[src/rtl/tdm_demux_16.sv]
// tdm_demux_16: receive-side TDM deserialiser, 16 slots per frame.
// Ports: clk, rst (sync, active-high), din/en/frame_sync in;
//        dout/dout_valid (completed frame), sel (next slot), frame_err out.
module tdm_demux_16 #(
   parameter int N_CH  = 16,
   parameter int SEL_W = 4
) (
   input  logic             clk,
   input  logic             rst,
   input  logic             din,
   input  logic             en,
   input  logic             frame_sync,
   output logic [N_CH-1:0]  dout,
   output logic             dout_valid,
   output logic [SEL_W-1:0] sel,
   output logic             frame_err
);

   typedef enum logic {
      IDLE,
      RUN
   } state_t;

   localparam logic [SEL_W-1:0] LAST = SEL_W'(N_CH - 1);
   localparam logic [SEL_W-1:0] ONE  = SEL_W'(1);

   state_t           state_q;
   // Last slot goes straight to dout, so shadow only holds slots 0..N_CH-2.
   logic [N_CH-2:0]  shadow_q;
   logic [N_CH-1:0]  dout_q;
   logic             valid_q;
   logic             err_q;
   logic [SEL_W-1:0] sel_q;

   always_ff @(posedge clk) begin
      if (rst) begin
         state_q  <= IDLE;
         shadow_q <= '0;
         dout_q   <= '0;
         valid_q  <= 1'b0;
         err_q    <= 1'b0;
         sel_q    <= '0;
      end else begin
         valid_q <= 1'b0;
         err_q   <= 1'b0;
         if (en) begin
            unique case (state_q)
               IDLE: begin
                  if (frame_sync) begin
                     shadow_q[0] <= din;
                     sel_q       <= ONE;
                     state_q     <= RUN;
                  end
               end
               RUN: begin
                  if (frame_sync) begin
                     // Sync always restarts at slot 0; mid-frame it is an error.
                     shadow_q[0] <= din;
                     sel_q       <= ONE;
                     if (sel_q != '0) err_q <= 1'b1;
                  end else if (sel_q == '0) begin
                     // Missing sync: drop out and wait for the next one.
                     err_q   <= 1'b1;
                     state_q <= IDLE;
                  end else if (sel_q == LAST) begin
                     dout_q  <= {din, shadow_q};
                     valid_q <= 1'b1;
                     sel_q   <= '0;
                  end else begin
                     shadow_q[sel_q] <= din;
                     sel_q           <= sel_q + ONE;
                  end
               end
               default: state_q <= IDLE;
            endcase
         end
      end
   end

   assign dout       = dout_q;
   assign dout_valid = valid_q;
   assign sel        = sel_q;
   assign frame_err  = err_q;

endmodule

[config.mk]
export PLATFORM = sky130hd
export DESIGN_NAME = tdm_demux_16
export DESIGN_NICKNAME = d
export VERILOG_FILES = /design/src/rtl/tdm_demux_16.sv
export SDC_FILE = /design/constraint.sdc
export NUM_CORES = 1
export LEC_CHECK = 0
export ABC_AREA = 1
export BUFFER_PORTS_ARGS = -buffer_cell sky130_fd_sc_hd__buf_2
export CORE_MARGIN = 4
export CORE_UTILIZATION = 30
export DETAILED_ROUTE_END_ITERATION = 12
export SYNTH_ARGS = -nofsm -noshare
export SYNTH_HDL_FRONTEND = slang
export SYNTH_SLANG_ARGS = --single-unit
[constraint.sdc]
create_clock -name clk -period 3.7 [get_ports clk]
set_input_delay 0.555 -clock clk [delete_from_list [all_inputs] [get_ports clk]]
set_output_delay 0.555 -clock clk [all_outputs]
set_load 0.01 [all_outputs]
# After elaboration in Yosys (flattened, before gate mapping)
# Cells that the tools add are included.
[word_totals]
ff_bits = 38
inputBits = 5
out_inout_bits = 22
elab_cells = 49
[op_classes]
add_sub_neg = 1
n_lt_le_gt_ge = 2
n_eq_ne = 4
n_mux = 21
bitwise = 5
reduce_logical = 9
[op_table]
columns = ["cell", "n"]
rows = [
  ["$mux W4", 4],
  ["$bwmux W15", 1],
  ["$mux W1", 12],
  ["$reduce_and A5 Y1", 2],
  ["$pmux W4 S2", 1],
  ["$ne A3 B3 Y1 const B", 2],
  ["$lt A4 B5 Y1 const B", 1],
  ["$not A1 Y1", 5],
  ["$reduce_or A5 Y1", 1],
  ["$add A4 B1 Y4 const B", 1],
  ["$demux W1 S4", 1],
  ["$eq A4 B4 Y1 const B", 1],
  ["$ge A4 B1 Y1 const B", 1],
  ["$logic_not A4 Y1", 1],
  ["$pmux W1 S2", 2],
  ["$reduce_and A4 Y1", 1],
  ["$reduce_bool A4 Y1", 1],
  ["$reduce_and A3 Y1", 1],
  ["$reduce_or A3 Y1", 1],
  ["$ne A2 B2 Y1 const B", 1],
  ["$logic_and A1 B1 Y1", 1],
]

# Longest topological paths before layout
# Gate-level depths: netlist (run 1).
[depth]
depth_word = 9
ltp_mapped = 10
depth_no_buf = 9

# Worst setup path after synthesis (run 1)
# No wires, ideal clock.
[synth_path]
path_type = "reg-to-reg"
startpoint = "register sel_q[0] (netlist: sel[0])"
endpoint = "register dout_q[0] (netlist: dout[0])"
setup_ns = 0.116
arrival_ns = 1.535
required_ns = 3.584
path_slack_ns = 2.049
path_stages_with_launch = 11
n_path_buf = 1
synth_period_minus_slack_ns = 1.651
path_cell_list = "dfxtp_1 > inv_1 > ha_1 > nand2_4 > ha_1 > nand2_1 > nor2_4 > inv_2 > buf_6 > nor2_1 > nor2_1"
[synth_via]
elab_chain_len = 3
elab_cells_between_ends = 4
cone_classes = "1 x eq/ne; 1 x bitwise; 2 x reduce/logical"
[synth_lines]
columns = ["element", "line", "text"]
rows = [
  ["start, declared", "33", "logic [SEL_W-1:0] sel_q;"],
  ["start signal, assigned", "71", "sel_q <= sel_q + ONE;"],
  ["$logic_not A4 Y1", "61", "end else if (sel_q == '0) begin"],
  ["$not A1 Y1 (no line)", "-", ""],
  ["$reduce_and A5 Y1 (no line) (*)", "-", ""],
  ["end signal, assigned", "66", "dout_q <= {din, shadow_q};"],
  ["end, declared", "30", "logic [N_CH-1:0] dout_q;"],
]
# Every way passes the cells marked *; elsewhere a longest branch is shown, timed or not.
# A chain may end at the register's enable or synchronous reset.

# Final worst setup path (run 1)
[layout_path]
startpoint = "register sel_q[0] (netlist: sel[0])"
endpoint = "register dout_q[4] (netlist: dout[4])"
# Same word-level chain as after synthesis.

==> results of run 1 <==
worst paths after layout:
kind,from,to,slack (ns),cells past startpoint
hold reg to reg,shadow_q[14],dout[14],0.47,2
hold / removal,rst,shadow_q[9],0.44,2
setup reg to reg,sel[0],dout[4],1.56,9
setup / recovery,sel[0],dout[4],1.56,9
state kept, by name (all words and copies together), names as in the netlist:
register    flops
dout           16
frame_err       1
shadow_q       15
state_q         1
dout_valid      1
sel             4
synth_stat cells:
library cell,instances,area share [%]
nor2_1,71,15
nand2_1,51,11
dfxtp_1,38,43
inv_1,21,4.5
o21ai_0,11,3.1
a21oi_1,7,2.0
o21ai_1,7,2.0
ha_1,5,3.5
nand3_1,5,1.4
a21oi_2,4,2.0
buf_6,4,2.5
nor2_2,4,1.4
o21ai_2,3,1.5
buf_4,2,0.85
clkbuf_1,2,0.43
nand3_4,2,2.0
nor2_4,2,1.3
nor3_1,2,0.57
clkbuf_2,1,0.28
inv_2,1,0.21
nand2_2,1,0.35
nand2_4,1,0.64
xor2_1,1,0.50
per-layer routing:
metal	track usage [%]	wire [µm]	up-vias	part of all wire [%]
met4	3.45	48	0	1.3
met5	0	0	-	0
li1	-	-	811	-
met3	3.83	205	5	5.4
met2	17.6	1620	26	43
met1	14.7	1910	657	50
layout make-up:
type                            instances  area, µm²
Multi-Input combinational cell        177        851
Timing Repair Buffer                   26        130
Clock inverter                          2       12.5
Tap cell                               72       90.1
Clock buffer                            6       82.6
Fill cell                             633       3600
Sequential cell                        38        761
Inverter                               22       82.6
where the power goes:
part / internal (W) / switching, W
combinational: 0.0000186 / 0.0000397
sequential: 0.000413 / 0.00000625
clock: 0.000150 / 0.000149
worst max-delay path: stages (launching register included):
cell and delay (ns):
dfxtp_1 0.41, inv_1 0.10, ha_1 0.29, nand2_4 0.13, ha_1 0.14, nand2_1 0.08
nor2_4 0.44, inv_2 0.24, nor2_1 0.14, nor2_1 0.06
stage by stage:
stage                     total power [W]  hold WS, ns  cell area [µm²]  utilization (%)  instances
after detailed placement         0.000488        0.465             1910             34.1        335
after global routing             0.000809        0.440             2010             35.8        343
after CTS                        0.000789        0.439             2010             35.8        343
after global placement           0.000487        0.465             1910             34.1        335
after floorplan                  0.000472        0.433             1770                -        246
final                            0.000777        0.444             2010             35.8        343
kinds of logic (layout without fill, tap and decap cells):
kind of cell               Yosys count  after routing  synth area share, %
adders and majority gates            5              5                 3.54
buffers and inverters               31             56                 8.78
xor gates and xnor gates             1              1                0.496
and+or+nand+nor                    139            139                 33.6
AOI/OAI and AO/OA                   32             32                 10.6
DFF                                 38             38                 43.1
==> impl_metrics.json, run 1 <==
{
  "status": "finished clean",
  "io_pins": 27,
  "max_freq_ghz": 0.468,
  "netlist_area_um2": 1770,
  "area_growth_syn_to_layout_pct": 13.7,
  "core_area_um2": 5610,
  "grt_pass1_vias": 1390,
  "fp.dieArea_um2": 7180,
  "drive_gt1_share_pct": 19.2,
  "layout_setup_ws_ns": 1.56,
  "path_max_fanout": 21,
  "cts.sinks": 38,
  "fin_crit_sh_pct": 57.7,
  "min_period_ns": 2.14,
  "synth_cell_type_count": 23,
  "synth_warnings": 0,
  "worstSetupPathType": "reg -> reg",
  "firstDrtPassIters": 4,
  "postSynthAreaPerCell_um2": 7.18,
  "rows": 27,
  "p_per_area_nw_per_um2": 386,
  "pre_cts_slack_ns": 1.58,
  "tritoncts": "built",
  "via_per_inst": 4.37,
  "routedWlPerCell_um": 11.0,
  "vias": 1499,
  "tightest_slew_ns": 1.06,
  "leakagePower_nw": 0.932,
  "grt_setup_unrepaired": "false",
  "hp-class": "in -> reg",
  "fin_skew_ns": 0.00500,
  "dpl.hpwl_mm": 2.72,
  "gp_congestion": 0.775,
  "n_antenna_cell": 0,
  "clk_pin_slew_ns": 0.07,
  "start_util_pct": 31.5,
  "ir_drop_mv": 0.119,
  "cap_viol_max_count": 0,
  "dr.first_iter.drc_count": 60,
  "startpoint_type": "flop",
  "holdBufCountCts": 0,
  "finalHoldViolCount": 0,
  "die_w_um": 84.7,
  "fin_setup_tns_ns": 0,
  "finalWirelength_mm": 3.79,
  "cts_setup_buffers": 0,
  "dieHeight_um": 84.7,
  "final_cell_mix": "nor2_1 (71), nand2_1 (51), dfxtp_1 (38)",
  "cts_made_buffers": 5,
  "cp.arrival_ns": 2.32,
  "final_common_cell": "nor2_1",
  "grt_pass1_wl_mm": 6.56,
  "required_ns": 3.88,
  "setup-violations-final": 0,
  "clock_latency_ns": 0.29,
  "io_buffers": 26,
  "nets": 280,
  "cts_resized": 0,
  "slew_headroom_pct": 29.0,
  "cts_buffer_depth": 2,
  "overflow": 0,
  "syn_inst": 246,
  "cts-root-buf": "clkbuf_8",
  "htreeDepth": 2,
  "synth_seq_area_share_pct": 43.1,
  "synth_nets": 256,
  "drv_slew": 0,
  "ys_seq_elements": 38,
  "end_kind": "flop",
  "antenna_found_initial": 0,
  "drc": 0,
  "grt_max_degree": 37,
  "grt_usage_pct": 11.3,
  "ant_nets": 0
}
(Power assumes the default switching activity.)
==> inputs of run 2 (changes only) <==
==> constraint.sdc (replaced) <==
create_clock -name clk -period 2.25 [get_ports clk]
set_input_delay 0.3375 -clock clk [delete_from_list [all_inputs] [get_ports clk]]
set_output_delay 0.3375 -clock clk [all_outputs]
set_load 0.01 [all_outputs]
==> impl_metrics.json, run 2 (synthesized netlist as in run 1, its figures left out) <==
{
  "required_ns": 2.44,
  "vias": 1517,
  "die_w_um": 84.7,
  "cts_setup_buffers": 0,
  "largest_reg_flops": 16,
  "final_cell_mix": "nor2_1 (71), nand2_1 (51), dfxtp_1 (38)",
  "cts_resized": 0,
  "place_area_um2": 1940,
  "routedWlPerCell_um": 11.0,
  "ant_nets": 0,
  "hp-class": "in -> reg",
  "finalHoldViolCount": 0,
  "dieHeight_um": 84.7,
  "p_seq_share_pct": 51.1,
  "fin_crit_sh_pct": 81.8,
  "final_cells": 345,
  "path_max_fanout": 12,
  "cts_made_buffers": 5,
  "grt_usage_pct": 11.6,
  "dpl.hpwl_mm": 2.75,
  "clock_latency_ns": 0.29,
  "p_per_area_nw_per_um2": 659,
  "fin_setup_tns_ns": 0,
  "worstSetupPathType": "reg -> reg",
  "grt_setup_unrepaired": "false",
  "tightest_slew_ns": 0.449,
  "cts.sinks": 38,
  "slew_headroom_pct": 70.0,
  "grt_pass1_vias": 1455,
  "holdBufCountCts": 0,
  "overflow": 0,
  "power_frac_clock_pct": 41.6,
  "internal_power_w": 0.00104,
  "grt_max_degree": 37,
  "min_period_ns": 1.84,
  "fp.dieArea_um2": 7180,
  "ir_drop_mv": 0.246,
  "dr.first_iter.drc_count": 54,
  "dp.cells": 337,
  "cts-root-buf": "clkbuf_8",
  "max_freq_ghz": 0.544,
  "final_area_um2": 2050,
  "gp_congestion": 0.782,
  "antenna_found_initial": 0,
  "tritoncts": "built",
  "pre_cts_slack_ns": 0.407,
  "p_switching_w": 0.000308,
  "core_area_um2": 5610,
  "grt_pass1_wl_mm": 6.63,
  "hold-worst-slack_ns": 0.230,
  "clk_pin_slew_ns": 0.07,
  "layout_setup_ws_ns": 0.410,
  "io_pins": 27,
  "swShare_pct": 22.8,
  "startpoint_type": "flop",
  "rows": 27,
  "drc": 0,
  "power_frac_comb_pct": 7.3,
  "via_per_inst": 4.40,
  "area_growth_syn_to_layout_pct": 15.9,
  "cp.arrival_ns": 2.03,
  "n_antenna_cell": 0,
  "setup-violations-final": 0,
  "end_kind": "flop",
  "leakagePower_nw": 0.950,
  "drive_gt1_share_pct": 19.0,
  "firstDrtPassIters": 4,
  "cap_viol_max_count": 0,
  "io_buffers": 26,
  "drv_slew": 0,
  "nets": 282,
  "fill_cells": 636,
  "finalWirelength_mm": 3.81,
  "status": "finished clean",
  "start_util_pct": 31.5,
  "cts_buffer_depth": 2,
  "htreeDepth": 2,
  "fin_skew_ns": 0.00312,
  "final_common_cell": "nor2_1"
}
==> run 2: cell count changes in the layout (fill, tap and decap cells not counted), sizes merged <==
cell,delta
clkbuf,+1
clkinvlp,-1
buf,+2
clkinv,-1
bufinv,+1
==> run 2: power groups by stage <==
stage	clock, W	sequential, W	combinational [W]
6_report	0.000562	0.000690	0.0000985
5_1_grt	0.000619	0.000691	0.000113
4_1_cts	0.000585	0.000689	0.000100
3_3_place_gp	0	0.000704	0.0000993
3_5_place_dp	0	0.000705	0.0000990
2_1_floorplan	0	0.000702	0.0000733
==> run 2: through the flow <==
stage	power, W	utilization (%)
after floorplan	0.000776	-
after global placement	0.000804	34.6
after detailed placement	0.000804	34.6
after CTS	0.00137	36.5
after global routing	0.00142	36.5
final	0.00135	36.5
==> run 2: worst paths after layout <==
check               startpoint          end  slack [ns]  cells after the start
setup / recovery        sel[0]      dout[8]        0.41                      9
hold / removal             rst  shadow_q[9]        0.23                      2
setup reg to reg        sel[0]      dout[8]        0.41                      9
hold reg to reg   shadow_q[13]     dout[13]        0.47                      2
==> run 2: per-layer routing <==
metal / part of all wire [%] / vias to the layer above / GRT usage, % / routed length (µm)
met1: 49 / 670 / 14.6 / 1850
met4: 1.9 / 0 / 4.75 / 72
met5: 0 / - / 0 / 0
li1: - / 818 / - / -
met2: 46 / 21 / 18.4 / 1760
met3: 3.3 / 8 / 3.34 / 124
==> run 2: area by class of cell <==
cell class	count	area [µm²]	area share, %
Clock buffer	7	76.3	3.73
Clock inverter	1	30.0	1.47
Inverter	22	82.6	4.03
Multi-Input combinational cell	177	851	41.5
Sequential cell	38	761	37.1
Tap cell	72	90.1	4.40
Timing Repair Buffer	28	158	7.70
==> run 2: worst max-delay path, cell delays in order (launching register included) <==
cell	delay, ns
dfxtp_1	0.42
inv_1	0.10
ha_1	0.29
nand2_4	0.13
ha_1	0.15
nand2_1	0.08
nor2_4	0.22
inv_2	0.17
nor2_1	0.13
nor2_1	0.05
